### config.mk
export PLATFORM = sky130hd
export DESIGN_NAME = mem_addr_unit
export DESIGN_NICKNAME = d
export VERILOG_FILES = /design/src/rtl/mem_addr_pkg.sv /design/src/rtl/addr_align_chk.sv /design/src/rtl/mem_addr_unit.sv
export SDC_FILE = /design/constraint.sdc
export NUM_CORES = 1
export LEC_CHECK = 0
export ABC_AREA = 1
export CAP_MARGIN = 20
export CORE_MARGIN = 2
export CORE_UTILIZATION = 39
export DETAILED_ROUTE_END_ITERATION = 7
export GPL_TIMING_DRIVEN = 0
export PLACE_DENSITY = 0.95
export SLEW_MARGIN = 40
export SYNTH_ARGS = -nofsm -noshare
export SYNTH_HDL_FRONTEND = slang
export SYNTH_HIERARCHICAL = 1
export SYNTH_SLANG_ARGS = --single-unit
export TNS_END_PERCENT = 5
### constraint.sdc
create_clock -name clk_i -period 3.9 [get_ports clk_i]
set_clock_uncertainty 0.2 [all_clocks]
set_input_delay 0.39 -clock clk_i [delete_from_list [all_inputs] [get_ports clk_i]]
set_output_delay 0.39 -clock clk_i [all_outputs]
set_load 0.005 [all_outputs]
### src/rtl/mem_addr_pkg.sv
// Shared types and encodings for the memory-address unit: FSM states,
// access-size codes and well-known source indices.
package mem_addr_pkg;

  typedef enum logic [1:0] {
    ST_IDLE   = 2'b00,
    ST_ACCESS = 2'b01,
    ST_DONE   = 2'b10,
    ST_ERR    = 2'b11
  } state_e;

  localparam logic [1:0] SIZE_BYTE = 2'b00;
  localparam logic [1:0] SIZE_HALF = 2'b01;
  localparam logic [1:0] SIZE_WORD = 2'b10;  // 2'b11 is also treated as word

  localparam int SRC_PC = 0;

endpackage

### src/rtl/addr_align_chk.sv
// Combinational alignment check on the two address LSBs for a given access size.
// Only instantiated when ADDR_ALIGN_CHECK_EN is defined.
module addr_align_chk
  import mem_addr_pkg::*;
(
  input  logic [1:0] addr_lsb_i,
  input  logic [1:0] size_i,
  output logic       misaligned_o
);

  always_comb begin
    misaligned_o = 1'b0;
    case (size_i)
      SIZE_BYTE: misaligned_o = 1'b0;
      SIZE_HALF: misaligned_o = addr_lsb_i[0];
      default:   misaligned_o = |addr_lsb_i;
    endcase
  end

endmodule

### src/rtl/mem_addr_unit.sv
// Memory-address unit: source mux, address/size capture and request/ready FSM with
// wait-cycle timeout. Optional alignment fault checking under ADDR_ALIGN_CHECK_EN.
module mem_addr_unit
  import mem_addr_pkg::*;
#(
  parameter int ADDR_W   = 32,
  parameter int N_SRC    = 4,
  parameter int WAIT_MAX = 15,
  localparam int SEL_W   = $clog2(N_SRC),
  localparam int CNT_W   = $clog2(WAIT_MAX + 1)
) (
  input  logic                    clk_i,
  input  logic                    rst_ni,
  input  logic [N_SRC*ADDR_W-1:0] src_addr_i,
  input  logic [SEL_W-1:0]        src_sel_i,
  input  logic [1:0]              size_i,
  input  logic                    start_i,
  input  logic                    mem_ready_i,
  output logic [ADDR_W-1:0]       mem_addr_o,
  output logic [1:0]              mem_size_o,
  output logic                    mem_req_o,
  output logic                    busy_o,
  output logic                    done_o,
  output logic                    err_o,
  output logic                    timeout_o,
  output logic                    bad_sel_o,
  output logic                    misaligned_o
);

  localparam logic [SEL_W:0]   N_SRC_V  = (SEL_W + 1)'(N_SRC);
  localparam logic [CNT_W-1:0] CNT_LAST = CNT_W'(WAIT_MAX - 1);

  state_e             state_q, state_d;
  logic [ADDR_W-1:0]  addr_q, addr_d;
  logic [1:0]         size_q, size_d;
  logic [CNT_W-1:0]   cnt_q, cnt_d;
  logic               timeout_q, timeout_d;
  logic               bad_sel_q, bad_sel_d;
  logic               misal_q, misal_d;

  logic [ADDR_W-1:0]  src_arr [N_SRC];
  logic [ADDR_W-1:0]  sel_addr;
  logic               sel_valid;
  logic               align_fault;

  genvar gi;
  generate
    for (gi = 0; gi < N_SRC; gi++) begin : g_src
      assign src_arr[gi] = src_addr_i[gi*ADDR_W +: ADDR_W];
    end
  endgenerate

  // Out-of-range selectors fall through to zero rather than aliasing a source.
  assign sel_valid = ({1'b0, src_sel_i} < N_SRC_V);

  always_comb begin
    sel_addr = '0;
    for (int i = 0; i < N_SRC; i++) begin
      if ({1'b0, src_sel_i} == (SEL_W + 1)'(i)) sel_addr = src_arr[i];
    end
  end

`ifdef ADDR_ALIGN_CHECK_EN
  addr_align_chk u_align_chk (
    .addr_lsb_i   (sel_addr[1:0]),
    .size_i       (size_i),
    .misaligned_o (align_fault)
  );
`else
  assign align_fault = 1'b0;
`endif

  always_comb begin
    state_d   = state_q;
    addr_d    = addr_q;
    size_d    = size_q;
    cnt_d     = cnt_q;
    timeout_d = timeout_q;
    bad_sel_d = bad_sel_q;
    misal_d   = misal_q;
    case (state_q)
      ST_IDLE: begin
        if (start_i) begin
          addr_d = sel_addr;
          size_d = size_i;
          cnt_d  = '0;
          if (!sel_valid) begin
            state_d   = ST_ERR;
            bad_sel_d = 1'b1;
          end else if (align_fault) begin
            state_d = ST_ERR;
            misal_d = 1'b1;
          end else begin
            state_d = ST_ACCESS;
          end
        end
      end
      ST_ACCESS: begin
        // Ready on the last permitted cycle still completes the access.
        if (mem_ready_i) begin
          state_d = ST_DONE;
        end else begin
          cnt_d = cnt_q + 1'b1;
          if (cnt_q == CNT_LAST) begin
            state_d   = ST_ERR;
            timeout_d = 1'b1;
          end
        end
      end
      ST_DONE: state_d = ST_IDLE;
      ST_ERR: begin
        state_d   = ST_IDLE;
        timeout_d = 1'b0;
        bad_sel_d = 1'b0;
        misal_d   = 1'b0;
      end
      default: state_d = ST_IDLE;
    endcase
  end

  always_ff @(posedge clk_i or negedge rst_ni) begin
    if (!rst_ni) begin
      state_q   <= ST_IDLE;
      addr_q    <= '0;
      size_q    <= '0;
      cnt_q     <= '0;
      timeout_q <= 1'b0;
      bad_sel_q <= 1'b0;
      misal_q   <= 1'b0;
    end else begin
      state_q   <= state_d;
      addr_q    <= addr_d;
      size_q    <= size_d;
      cnt_q     <= cnt_d;
      timeout_q <= timeout_d;
      bad_sel_q <= bad_sel_d;
      misal_q   <= misal_d;
    end
  end

  assign mem_addr_o   = addr_q;
  assign mem_size_o   = size_q;
  assign mem_req_o    = (state_q == ST_ACCESS);
  assign busy_o       = (state_q != ST_IDLE);
  assign done_o       = (state_q == ST_DONE);
  assign err_o        = (state_q == ST_ERR);
  assign timeout_o    = timeout_q;
  assign bad_sel_o    = bad_sel_q;
  assign misaligned_o = misal_q;

endmodule
==> run_results.csv, run 1 <==
group,metric,value,unit
run_status,status,"complete, no violations",
timing,setup-tns-final,0,ns
synth,seq_area_frac_synth,38.8,%
cts,insertion_delay,0.29,ns
synth,synth_top_area_cell,"dfrtp_1",
grt,overflow,0,
cts,cts_tree,"yes",
synth,synth.most_common_cell,"nand2_1",
grt,grt_pass1_wl,16.3,mm
place,portBuffers,173,
layout,area_growth,74.2,%
pwr,ir_drop,0.205,mV
detailed_routing,antenna_left,0,
layout,fill_cells,565,
layout,num_antenna_cells,0,
setup_path,max_stage_delay,0.50,ns
synth,synth_area_per_cell,6.50,um^2
die,die-width,86.4,um
timing,final_max_slew_viol_count,0,
die,dieArea,7460,um^2
layout,fin_util,69.0,%
die,die_h,86.4,um
synth,synthArstFlopShare,100,%
timing,setup_violations,0,
die,core,6680,um^2
die,ios,177,
setup_path,cp_data_required_time,3.31,ns
synth,synthTopCellsByCount,"nand2_1 (146), nor2_1 (73), nand3_1 (68)",
cts,cts_sinks,41,
synth,synth_ff_type,"dfrtp_1",
place,hpwl,7.99,mm
timing,slew-limit-headroom,63.1,%
min_path,hp-class,"flop to flop",
min_path,hold_start,"mem_addr_o[21]$_DFFE_PN0P_",
setup_path,r2r_cells,6,
timing,rsz0062_at_grt,"false",
setup_path,timing.rr.start,"state_q[0]$_DFFE_PN0P_",
cts,post_cts_buffers,0,
setup_path,worstPathArrival,1.51,ns
setup_path,cpMostUsedCell,"inv_1",
cts,cts_root_buf,"clkbuf_8",
cts,clk_pin_slew,0.08,ns
die,initial_core_util,39.6,%
timing,tightest_slew,0.553,ns
pwr,p_leak,2.18,nW
synth,synth_cell_types,18,
die,core.rowCount,30,
synth,synth_seq_cells,41,
setup_path,slowest_stage,"clkdlybuf4s50_1",
layout,nets,727,
setup_path,cp-end-kind,"output pin",
pwr,power_density,420,nW/um^2
timing,hold_viol_final,0,
cts,h-tree-depth,2,
setup_path,critPathLaunchType,"flop",
detailed_routing,vias_per_cell,5.09,
layout,drive_above_1_share,6.27,%
synth,synth_edf_count,0,
grt,grt_max_degree,42,
detailed_routing,route.detailed.drc,0,
cts,cts_buffers,5,
timing,fmax,476,MHz
setup_path,reg2reg_to,"mem_addr_o[10]$_DFFE_PN0P_",
min_path,hold_end,"mem_addr_o[21]$_DFFE_PN0P_",
grt,grt_use_total,27.8,%
place,dpl_worst_slack,1.89,ns
setup_path,crit_type,"flop to output pin",
detailed_routing,routed-via-count,3412,
setup_path,crit_family,"buffers and inverters",
synth,synth.top_cell.area_share,38.8,%
cts,clockBufferDepth,2,
synth,synth_cells,407,
detailed_routing,post_drt_wl_per_cell,15.4,um
synth,synth.cell_area,2650,um^2
detailed_routing,drtIter0Drc,151,
detailed_routing,drt-total-wl,10.3,mm
setup_path,path_cells,"inv_1 > nand2_1 > inv_1 > clkdlybuf4s50_1",
setup_path,cp_max_fo,4,
timing,finalCritPeriodShare,53.9,%
grt,grt_pass1_vias,3428,
detailed_routing,drt-pass1-iter-count,7,
timing,period_minus_slack,2.10,ns
synth,yosysWarnings,6,
min_path,hold_depth,2,
grt,antenna_found_initial,0,
run,maxCapViolations,0,
setup_path,reg2reg_slack,2.44,ns
place,place.gp.congestion,0.855,
setup_path,crit_buf_inv,3,
timing,layout_setup_ws,1.80,ns
synth,yosys-top-cells-area,"dfrtp_1 (39%), nand2_1 (21%), nand3_1 (13%)",
## metrics by stage
stage	instance area [um^2]	hold WS, ns	cells	power [mW]
6_report	4610	0.287	670	1.94
5_1_grt	4610	0.313	670	2.07
4_1_cts	4610	0.288	670	1.94
3_5_place_dp	4480	0.211	661	1.57
3_3_place_gp	4480	0.262	661	1.54
2_1_floorplan	2650	-0.106	408	1.00
## flip-flops by register name, indices dropped and copies added (netlist names)
register,cells
state_q,2
timeout_o,1
mem_addr_o,32
mem_size_o,2
cnt_q,4
## logic make-up after synthesis
| family | count (synthesis) | share of synthesized area, % |
|---|---|---|
| flops | 41 | 38.8 |
| fa+ha+maj | 2 | 0.946 |
| other cells | 1 | 0.142 |
| simple gates | 290 | 45.2 |
| compound gates | 36 | 6.81 |
| buf+inv | 37 | 8.14 |
## what timing repair did
action	in CTS	in global routing
gates resized for setup	0	0
hold buffers	1	0
hold endpoints to repair	41	0
## worst max-delay path by stage
stage                                 from                          to  slack, ns  cells after the start
floorplan                     src_sel_i[0]  mem_addr_o[14]$_DFFE_PN0P_       2.55                      6
global placement                    rst_ni        cnt_q[0]$_DFFE_PN0P_       1.14                      1
detailed placement            src_sel_i[1]  mem_addr_o[30]$_DFFE_PN0P_       1.89                      6
CTS                 state_q[1]$_DFFE_PN0P_                   mem_req_o       1.79                      4
global route        state_q[1]$_DFFE_PN0P_                   mem_req_o       1.69                      4
finish              state_q[1]$_DFFE_PN0P_                   mem_req_o       1.80                      4
## final cells by class
type | count | area (um^2) | area share, %
inverters | 9 | 36.3 | 0.787
repair buffers | 174 | 1740 | 37.7
clock buffers | 6 | 82.6 | 1.79
clock inverters | 2 | 37.5 | 0.815
multi-input cells | 330 | 1410 | 30.5
well taps | 80 | 100 | 2.17
plain buffers | 28 | 179 | 3.88
flip-flops and latches | 41 | 1030 | 22.3
## layout by cell type, fill, tap and decap left out, drive strengths merged
cell,instances
a21oi,3
clkbuf,10
nor2,74
nand3,69
o21ai,33
buf,25
clkdlybuf4s50,172
conb,2
dlygate4sd3,1
inv,9
dfrtp,41
clkinvlp,1
bufinv,1
nand2,147
ha,2
## layer usage
metal  global-route usage [%]  share of wire (%)  up-vias
met5                        0                  0        -
met4                     9.94                3.0        0
met3                     7.90                9.1       28
met2                     50.3                 49      165
met1                     31.0                 39     1562
li1                         -                  -     1657
## worst register-to-register path, cell delays in order, from the launching register on
cell and delay [ns]:
dfrtp_1 0.42, inv_1 0.10, nand3_2 0.17, buf_2 0.26, nor2_1 0.13, nand2_1 0.06, nand2_1 0.06
## power by group
part / leakage [nW] / internal [mW] / total, mW / switching, mW
logic: 1.60 / 0.516 / 0.883 / 0.367
registers: 0.517 / 0.588 / 0.689 / 0.101
clock network: 0.0574 / 0.208 / 0.365 / 0.157
(Power assumes the default switching activity.)
==> run 2: changes to the inputs <==
CORE_UTILIZATION = 33   (was 39)
PLACE_DENSITY = 0.89   (was 0.95)
clock period = 1.9 ns   (was 3.9 ns; I/O delays follow)
==> run 2 against run 1 <==
Wire length grew 6.0%. Count of clock-buffer cells in the layout unchanged. Via count grew 0.88%. Die area grew 17%. Register-to-register slack worse by 2.0 ns. Clock power increased by 68%. Total power increased by 99%. Combinational power up 110%. Global-route usage fell by 2.6 points. Sequential power grew 100%. Sequential share of layout area about the same. Critical endpoint unchanged. Largest cell class unchanged. Highest routed layer unchanged.
==> run_results.csv, run 2 (same netlist as run 1, synthesis figures left out) <==
group,metric,value,unit
timing,fmax,550,MHz
min_path,hold_depth,5,
layout,nets,727,
setup_path,cp_data_required_time,1.51,ns
detailed_routing,antenna_left,0,
run_status,status,"complete, no violations",
timing,whs,0.136,ns
timing,final_max_slew_viol_count,0,
detailed_routing,drtIter0Drc,157,
layout,design_area,4610,um^2
detailed_routing,drt-total-wl,10.9,mm
cts,clockBufferDepth,2,
setup_path,worstPathArrival,1.43,ns
setup_path,crit_path_end,"mem_req_o",
detailed_routing,routed-via-count,3442,
timing,slew-limit-headroom,60.2,%
cts,cts_sinks,41,
pwr,ir_drop,0.322,mV
grt,antenna_found_initial,0,
cts,cts_tree,"yes",
place,dpl_cell_area,4510,um^2
detailed_routing,drt-pass1-iter-count,5,
setup_path,cp_max_fo,4,
setup_path,setup.worst_path.start,"state_q[1]$_DFFE_PN0P_",
cts,cts_root_buf,"clkbuf_8",
run,maxCapViolations,0,
timing,rsz0062_at_grt,"false",
die,core.rowCount,32,
die,dieArea,8750,um^2
cts,insertion_delay,0.29,ns
die,ios,177,
timing,setup-tns-final,0,ns
timing,setup_violations,0,
layout,fill_cells,691,
layout,drive_above_1_share,6.78,%
detailed_routing,route.detailed.drc,0,
setup_path,crit_type,"flop to output pin",
pwr,power_density,835,nW/um^2
pwr,p_leak,2.17,nW
layout,num_antenna_cells,0,
min_path,hp-class,"input port to flop",
place,hpwl,8.39,mm
detailed_routing,post_drt_wl_per_cell,15.8,um
grt,overflow,0,
setup_path,reg2reg_to,"mem_size_o[1]$_DFFE_PN0P_",
die,core,7730,um^2
grt,grt_pass1_wl,17.1,mm
timing,hold_viol_final,0,
setup_path,timing.rr.start,"state_q[0]$_DFFE_PN0P_",
grt,grt_use_total,25.2,%
setup_path,critPathLaunchType,"flop",
cts,h-tree-depth,2,
layout,multi_input_area,1410,um^2
cts,clk_pin_slew,0.08,ns
die,die-width,93.5,um
timing,tightest_slew,0.597,ns
layout,area_growth,74.5,%
setup_path,cp-end-kind,"output pin",
setup_path,reg2reg_slack,0.40,ns
grt,grt_pass1_vias,3561,
layout,regArea,1030,um^2
layout,largest_register_ff_count,32,
layout,final_common_cell,"clkdlybuf4s50_1",
cts,cts_buffers,5,
place,place.gp.congestion,0.914,
grt,grt_max_degree,42,
timing,period_minus_slack,1.82,ns
timing,finalCritPeriodShare,95.8,%
setup_path,r2r_cells,6,
die,initial_core_util,34.2,%
die,die_h,93.5,um
layout,mostFrequentLayoutCells,"clkdlybuf4s50_1 (172), nand2_1 (145), nor2_1 (73), nand3_1 (68), dfrtp_1 (41)",
detailed_routing,vias_per_cell,4.97,
place,portBuffers,173,
run 2: cell types whose count changed in the layout (fill, tap and decap cells not counted):
| cell | change |
|---|---|
| inv_1 | -2 |
| inv_2 | +2 |
| bufinv_16 | -1 |
| clkinv_2 | +1 |
| clkinv_4 | +1 |
| clkinvlp_4 | -1 |
| nand2_1 | -1 |
| nand2_2 | +1 |
run 2: stage by stage:
stage | setup WS [ns] | std cells | utilization (%) | power (mW)
global route | 0.0168 | 692 | 59.7 | 4.14
CTS | 0.0334 | 692 | 59.7 | 3.89
finish | 0.0802 | 692 | 59.7 | 3.85
detailed placement | 0.0249 | 683 | 58.3 | 3.25
global placement | -0.655 | 683 | 58.3 | 3.19
floorplan | 0.641 | 408 | - | 2.06
run 2: final cells by class:
class / instances / area share [%]
Tap cell: 102 / 2.77
Clock inverter: 2 / 0.298
Buffer: 28 / 3.88
Clock buffer: 6 / 1.79
Multi-Input combinational cell: 330 / 30.6
Inverter: 9 / 0.786
Timing Repair Buffer: 174 / 37.7
Sequential cell: 41 / 22.2
run 2: where the power goes:
group / total [mW] / switching, mW / internal, mW
sequential: 1.40 / 0.197 / 1.21
clock: 0.614 / 0.319 / 0.295
combinational: 1.83 / 0.774 / 1.06
total: 3.85 / 1.29 / 2.56
run 2: worst min-delay path by stage:
stage	to	slack, ns	startpoint
after global routing	mem_addr_o[26]$_DFFE_PN0P_	0.18	src_sel_i[0]
after CTS	mem_addr_o[26]$_DFFE_PN0P_	0.13	src_sel_i[0]
after detailed placement	mem_addr_o[18]$_DFFE_PN0P_	0.02	rst_ni
after global placement	mem_addr_o[9]$_DFFE_PN0P_	0.26	mem_addr_o[9]$_DFFE_PN0P_
after floorplan	cnt_q[0]$_DFFE_PN0P_	-0.31	rst_ni
final	mem_addr_o[26]$_DFFE_PN0P_	0.14	src_sel_i[0]
run 2: per-layer routing:
layer,wire length (um),GRT usage (%)
met5,0,0
met4,432,11.4
met3,977,5.40
met2,5340,46.2
met1,4190,27.9
run 2: critical path, cell delays in order, from the launching register on:
cell and delay (ns):
dfrtp_1 0.40, inv_2 0.10, nand2_2 0.09, inv_2 0.07, clkdlybuf4s50_1 0.49
run 2: what timing repair did:
action                                  4_1_cts  5_1_grt
hold buffers                                  1        0
hold endpoints to repair                     41        0
resized for setup                             1        2
setup buffers                                 0        0
endpoints found under the setup margin        1        1
gates cloned                                  0        0
